--- config.mk ---
export PLATFORM = sky130hd
export DESIGN_NAME = enigma_key_ctrl
export DESIGN_NICKNAME = d
export VERILOG_FILES = /design/src/rtl/enigma_pkg.sv /design/src/rtl/onehot26_enc.sv /design/src/rtl/enigma_key_ctrl.sv
export SDC_FILE = /design/constraint.sdc
export NUM_CORES = 1
export LEC_CHECK = 0
export CORE_MARGIN = 2
export CORE_UTILIZATION = 35
export CTS_BUF_LIST = sky130_fd_sc_hd__clkbuf_4 sky130_fd_sc_hd__clkbuf_8 sky130_fd_sc_hd__clkbuf_16
export DETAILED_ROUTE_END_ITERATION = 10
export SETUP_SLACK_MARGIN = 0.2
export SLEW_MARGIN = 30
export SYNTH_ARGS = -nofsm -noshare
export SYNTH_HDL_FRONTEND = slang
export SYNTH_HIERARCHICAL = 1
export SYNTH_SLANG_ARGS = --single-unit
--- constraint.sdc ---
create_clock -name CLOCK_50 -period 6 [get_ports CLOCK_50]
set_input_delay 1.8 -clock CLOCK_50 [delete_from_list [all_inputs] [get_ports CLOCK_50]]
set_output_delay 1.8 -clock CLOCK_50 [all_outputs]
set_load 0.02 [all_outputs]
--- src/rtl/enigma_pkg.sv ---
// Shared Enigma definitions: letter one-hot codes, key-controller FSM encoding,
// default notch/debounce constants and small 5-bit rotor helpers.
package enigma_pkg;

  localparam int LETTERS = 26;

  localparam logic [25:0] A = 26'h0000001;
  localparam logic [25:0] B = 26'h0000002;
  localparam logic [25:0] C = 26'h0000004;
  localparam logic [25:0] D = 26'h0000008;
  localparam logic [25:0] E = 26'h0000010;
  localparam logic [25:0] F = 26'h0000020;
  localparam logic [25:0] G = 26'h0000040;
  localparam logic [25:0] H = 26'h0000080;
  localparam logic [25:0] I = 26'h0000100;
  localparam logic [25:0] J = 26'h0000200;
  localparam logic [25:0] K = 26'h0000400;
  localparam logic [25:0] L = 26'h0000800;
  localparam logic [25:0] M = 26'h0001000;
  localparam logic [25:0] N = 26'h0002000;
  localparam logic [25:0] O = 26'h0004000;
  localparam logic [25:0] P = 26'h0008000;
  localparam logic [25:0] Q = 26'h0010000;
  localparam logic [25:0] R = 26'h0020000;
  localparam logic [25:0] S = 26'h0040000;
  localparam logic [25:0] T = 26'h0080000;
  localparam logic [25:0] U = 26'h0100000;
  localparam logic [25:0] V = 26'h0200000;
  localparam logic [25:0] W = 26'h0400000;
  localparam logic [25:0] X = 26'h0800000;
  localparam logic [25:0] Y = 26'h1000000;
  localparam logic [25:0] Z = 26'h2000000;

  // Index -> lamp/key code table, entry 0 is A.
  localparam logic [LETTERS-1:0][25:0] LETTER_LUT = {
    Z, Y, X, W, V, U, T, S, R, Q, P, O, N, M, L, K, J, I, H, G, F, E, D, C, B, A
  };

  localparam int          DEBOUNCE_CYCLES_DEF = 250000;
  localparam logic [4:0]  NOTCH_R_DEF         = 5'd21;
  localparam logic [4:0]  NOTCH_M_DEF         = 5'd4;

  typedef enum logic [2:0] {
    S_IDLE,
    S_DEBOUNCE,
    S_STEP,
    S_REQ,
    S_HOLD,
    S_RELEASE
  } key_state_e;

  function automatic logic [4:0] wrap_inc(input logic [4:0] v);
    return (v == 5'd25) ? 5'd0 : v + 5'd1;
  endfunction

  // Inputs are at most 31, so one conditional subtract reduces mod 26.
  function automatic logic [4:0] mod26(input logic [4:0] v);
    return (v >= 5'd26) ? v - 5'd26 : v;
  endfunction

  function automatic logic [25:0] letter_onehot(input logic [4:0] idx);
    logic [25:0] r;
    r = '0;
    if (idx < 5'd26) r = LETTER_LUT[idx];
    return r;
  endfunction

endpackage

--- src/rtl/onehot26_enc.sv ---
// 26-bit one-hot to 5-bit index; valid only when exactly one bit is set.
module onehot26_enc (
  input  logic [25:0] onehot_i,
  output logic [4:0]  idx_o,
  output logic        valid_o
);

  always_comb begin
    idx_o = '0;
    for (int i = 0; i < 26; i++) begin
      if (onehot_i[i]) idx_o = idx_o | 5'(i);
    end
  end

  // Clearing the lowest set bit leaves zero only for a single-bit word.
  assign valid_o = (onehot_i != '0) && ((onehot_i & (onehot_i - 26'd1)) == '0);

endmodule

--- src/rtl/enigma_key_ctrl.sv ---
// Enigma keypress front end: debounce, rotor stepping with double step,
// req/ack hand-off to the cipher core, and lamp/rotor outputs for the gui.
module enigma_key_ctrl
  import enigma_pkg::*;
#(
  parameter int         DEBOUNCE_CYCLES = DEBOUNCE_CYCLES_DEF,
  parameter logic [4:0] NOTCH_R         = NOTCH_R_DEF,
  parameter logic [4:0] NOTCH_M         = NOTCH_M_DEF
) (
  input  logic        CLOCK_50,
  input  logic        resetn,
  input  logic [25:0] key,
  input  logic        pos_load,
  input  logic [4:0]  pos_init1,
  input  logic [4:0]  pos_init2,
  input  logic [4:0]  pos_init3,
  output logic        enc_req,
  output logic [4:0]  enc_in,
  input  logic        enc_ack,
  input  logic [4:0]  enc_out,
  output logic [25:0] lamp,
  output logic [4:0]  state1,
  output logic [4:0]  state2,
  output logic [4:0]  state3,
  output logic        busy,
  output logic        err
);

  localparam int             CNT_W    = $clog2(DEBOUNCE_CYCLES + 1);
  localparam logic [CNT_W-1:0] CNT_ONE  = CNT_W'(1);
  localparam logic [CNT_W-1:0] CNT_LAST = CNT_W'(DEBOUNCE_CYCLES - 1);

  key_state_e        state_q, state_d;
  logic [CNT_W-1:0]  cnt_q, cnt_d;
  logic [25:0]       key_q, key_d;
  logic [4:0]        key_idx_q, key_idx_d;
  logic [4:0]        enc_in_q, enc_in_d;
  logic [4:0]        enc_out_q, enc_out_d;
  logic [25:0]       lamp_q, lamp_d;
  logic [4:0]        pos1_q, pos1_d;
  logic [4:0]        pos2_q, pos2_d;
  logic [4:0]        pos3_q, pos3_d;
  logic              err_q, err_d;

  logic [4:0]        key_idx;
  logic              key_valid;
  logic              mid_step;
  logic              left_step;

  onehot26_enc u_key_enc (
    .onehot_i (key),
    .idx_o    (key_idx),
    .valid_o  (key_valid)
  );

  // Both step decisions look at pre-step positions: this is the double step.
  assign left_step = (pos2_q == NOTCH_M);
  assign mid_step  = (pos1_q == NOTCH_R) | left_step;

  always_comb begin
    state_d   = state_q;
    cnt_d     = cnt_q;
    key_d     = key_q;
    key_idx_d = key_idx_q;
    enc_in_d  = enc_in_q;
    enc_out_d = enc_out_q;
    lamp_d    = lamp_q;
    pos1_d    = pos1_q;
    pos2_d    = pos2_q;
    pos3_d    = pos3_q;
    err_d     = err_q;

    case (state_q)
      S_IDLE: begin
        if (pos_load) begin
          pos1_d = mod26(pos_init1);
          pos2_d = mod26(pos_init2);
          pos3_d = mod26(pos_init3);
        end else if (key_valid) begin
          key_d     = key;
          key_idx_d = key_idx;
          cnt_d     = CNT_ONE;
          state_d   = S_DEBOUNCE;
        end
      end
      S_DEBOUNCE: begin
        if (key != key_q) begin
          state_d = S_IDLE;
        end else begin
          cnt_d = cnt_q + CNT_ONE;
          if (cnt_q >= CNT_LAST) state_d = S_STEP;
        end
      end
      S_STEP: begin
        pos1_d = wrap_inc(pos1_q);
        if (mid_step)  pos2_d = wrap_inc(pos2_q);
        if (left_step) pos3_d = wrap_inc(pos3_q);
        enc_in_d = key_idx_q;
        state_d  = S_REQ;
      end
      S_REQ: begin
        if (enc_ack) begin
          enc_out_d = enc_out;
          lamp_d    = letter_onehot(enc_out);
          if (enc_out > 5'd25) err_d = 1'b1;
          state_d   = S_HOLD;
        end
      end
      S_HOLD: begin
        lamp_d = letter_onehot(enc_out_q);
        if (enc_out_q > 5'd25) err_d = 1'b1;
        if (key == '0) begin
          cnt_d   = CNT_ONE;
          state_d = S_RELEASE;
        end
      end
      S_RELEASE: begin
        // Any key activity restarts the release window.
        if (key == '0) begin
          cnt_d = cnt_q + CNT_ONE;
          if (cnt_q >= CNT_LAST) begin
            lamp_d  = '0;
            state_d = S_IDLE;
          end
        end else begin
          cnt_d = '0;
        end
      end
      default: state_d = S_IDLE;
    endcase
  end

  always_ff @(posedge CLOCK_50) begin
    if (!resetn) begin
      state_q   <= S_IDLE;
      cnt_q     <= '0;
      key_q     <= '0;
      key_idx_q <= '0;
      enc_in_q  <= '0;
      enc_out_q <= '0;
      lamp_q    <= '0;
      pos1_q    <= '0;
      pos2_q    <= '0;
      pos3_q    <= '0;
      err_q     <= 1'b0;
    end else begin
      state_q   <= state_d;
      cnt_q     <= cnt_d;
      key_q     <= key_d;
      key_idx_q <= key_idx_d;
      enc_in_q  <= enc_in_d;
      enc_out_q <= enc_out_d;
      lamp_q    <= lamp_d;
      pos1_q    <= pos1_d;
      pos2_q    <= pos2_d;
      pos3_q    <= pos3_d;
      err_q     <= err_d;
    end
  end

  assign enc_req = (state_q == S_REQ);
  assign busy    = (state_q != S_IDLE);
  assign enc_in  = enc_in_q;
  assign lamp    = lamp_q;
  assign state1  = pos1_q;
  assign state2  = pos2_q;
  assign state3  = pos3_q;
  assign err     = err_q;

endmodule

==> impl_metrics.tcl <==
set metrics [dict create \
    final_layout_size_suffix_gt1_share_pct 9.32 \
    hold_buffers 0 \
    crit_buf_inv 1 \
    grt_pass1_vias 5941 \
    ys_top_cells_by_count "nand2_1, dfxtp_1, nor2_1" \
    critPathTopFamily "simple AND/OR/NAND/NOR gates" \
    synth_area_leaders "dfxtp_1, nand2_1, a21oi_1, nor2_1, xnor2_1" \
    final_nets 981 \
    drt-vias-per-instance 5.33 \
    whs_path_depth 2 \
    syn_inst 818 \
    irDropWorstVdd_mv 0.237 \
    reg2reg_slack_ns 3.35 \
    ys.flop_type "dfxtp_1" \
    antenna_cells 0 \
    startpoint_type "input pin" \
    regToRegEndpoint "cnt_q[16]" \
    critPathKind "input pin to flip-flop" \
    yosys_warnings 6 \
    tns_ns 0 \
    postCtsSetupBuffers 0 \
    tightest_slew_ns 0.920 \
    final_hold_viol_count 0 \
    grt_pass1_wl_um 29400 \
    total_power_mw 2.10 \
    finClkSkew_ns 0.0109 \
    sw_frac_of_total_pct 26.5 \
    syn-num-nets 879 \
    crit_path_cell_trace "clkdlybuf4s50_1 > nor4_4 > nand4_2 > or3_1 > a22oi_1 > o2111ai_1 > nor4_2 > nor3b_1 > a311oi_1 > or4_4 > or4_1 > a21oi_1" \
    cts_buffers 17 \
    status "complete, no violations" \
    endpoint_kind "flip-flop" \
    vias 6216 \
    drv_slew 0 \
    finalCriticalPeriod_ns 5.39 \
    die_width_um 141 \
    cts_sinks 130 \
    ff2ff_path_depth 7 \
    first_pass_iters 4 \
    overflow 0 \
    clock_latency_ns 0.42 \
    rsz0062_at_grt "no" \
    drc_errors 0 \
    arrival_ns 5.74 \
    synth_edf_count 0 \
    cts_buffer_depth 2 \
    drtAntennaViolNets 0 \
    slowest_stage "or4_4" \
    p_leak_nw 2.96 \
    critPathCapture "cnt_q[15]" \
    path_clk_slew_ns 0.06 \
    htree_levels 4 \
    maxCapViolCount 0 \
    clkPwrFrac_pct 49.7 \
    yosys.area.top_type_share_pct 39.6 \
    design.die.area_um2 19900 \
    first_iter_violations 341 \
    p_switching_mw 0.554 \
    final_cell_area_um2 8520 \
    yosysMostFrequentCell "nand2_1" \
    die_h_um 141 \
    grt_max_degree 74 \
    cts_tree "done" \
    slew_headroom_pct 38.7 \
    syn_avg_cell_area_um2 8.03 \
    finalCritPeriodShare_pct 89.9 \
    port_buffers 98 \
    dp_hpwl_um 12800 \
    grt_usage_pct 18.3 \
    seqPwrFrac_pct 41.9 \
    ys_ff_latch 130 \
    yosysSeqAreaShare_pct 39.6 \
    worstSetupStartpoint "key[4]" \
    reg2reg_from "key_q[9]" \
    nFillCells 1868 \
    gp_congestion 0.915 \
    ios 99 \
    worstSetupPathDepth 12 \
    cts_resized 0 \
    path_max_fanout 14 \
    min_path_type "flip-flop to flip-flop" \
    synthesis.area_um2 6570 \
    cp.required_ns 6.35 \
    ys_async_sr_fraction_pct 0 \
    fmax_mhz 185 \
    postPlaceCellArea_um2 7930 \
    num_rows 50 \
    initial_utilization_pct 35.3 \
    setup_viol 0 \
    root_buffer "clkbuf_16" \
    wl_per_cell_um 15.2 \
    antenna_found_initial 0 \
    synth_cell_type_count 61 \
    p_int_mw 1.54 \
    slowest_delay_ns 0.64 \
    yosys.area.top_type "dfxtp_1" \
    routed_wl_um 17800 \
    p_per_area_nw_per_um2 246 \
    areaGrowthSynthToFinish_pct 29.8 \
    core_um2 18600 \
    pwr-share-comb_pct 8.4 \
]
-- worst register-to-register path, stage by stage (launching register included) --
cell and delay [ns]:
dfxtp_1 0.32, xnor2_1 0.25, nand4_1 0.18, nor4_1 0.66
a21oi_2 0.11, buf_4 0.25, or4_1 0.56, o31ai_1 0.22
-- power by group through the flow --
stage	clock network, mW	registers, mW	logic (mW)
after floorplan	0	0.905	0.0680
after global placement	0	0.899	0.176
after detailed placement	0	0.899	0.175
after CTS	1.06	0.879	0.176
after global routing	1.10	0.880	0.190
final	1.04	0.879	0.176
-- worst min path at each step --
stage | start | end | slack [ns]
final | key_idx_q[1] | enc_in[1] | 0.45
after global routing | enc_in[3] | enc_in[3] | 0.48
after CTS | key_idx_q[0] | enc_in[0] | 0.45
after detailed placement | key_idx_q[2] | enc_in[2] | 0.45
after global placement | key_idx_q[4] | enc_in[4] | 0.44
after floorplan | key_idx_q[0] | enc_in[0] | 0.43
-- metrics by stage --
stage               setup WS (ns)  utilization [%]  hold WS [ns]  std cells
floorplan                    1.03                -         0.432        818
global placement            0.278             42.5         0.443       1134
detailed placement          0.189             42.7         0.445       1135
CTS                         0.627             45.9         0.455       1167
global route                0.301             45.9         0.476       1167
finish                      0.608             45.9         0.455       1167
-- layout by cell type (no fill, tap or decap), drive strengths merged, types with 5 or more instances in the layout --
master,count
o31ai,15
o21ai,33
a211oi,6
ha,11
a221oi,17
mux2i,16
nor3b,8
nor2,76
nand3,16
nand2,137
dfxtp,130
and3,11
a21oi,73
nor4,15
nor2b,16
nand3b,5
or3,6
buf,29
xnor2,31
clkbuf,17
or4,16
nand4,14
nor3,31
nand2b,9
inv,29
o211ai,7
clkdlybuf4s50,98
-- layout make-up --
type | count | area [um2] | area share (%)
Clock buffer | 17 | 425 | 4.99
Clock inverter | 15 | 163 | 1.91
Inverter | 20 | 75.1 | 0.881
Multi-Input combinational cell | 624 | 3740 | 43.9
Sequential cell | 130 | 2600 | 30.5
Tap cell | 234 | 293 | 3.44
Timing Repair Buffer | 127 | 1220 | 14.3
-- kinds of logic after synthesis --
family          count (synthesis)  synth area share [%]
fa+ha+maj                      12                  2.25
compound gates                185                  17.9
xor+xnor                       32                  4.27
buf+inv                        64                  3.79
flops                         130                  39.6
simple gates                  377                  29.4
mux                            18                  2.78
-- layer usage --
layer  share of wire, %  track usage (%)
met5                  0                0
met4                1.8             6.32
met3                4.5             4.45
met2                 46             29.1
met1                 48             24.3
(Power assumes the default switching activity.)
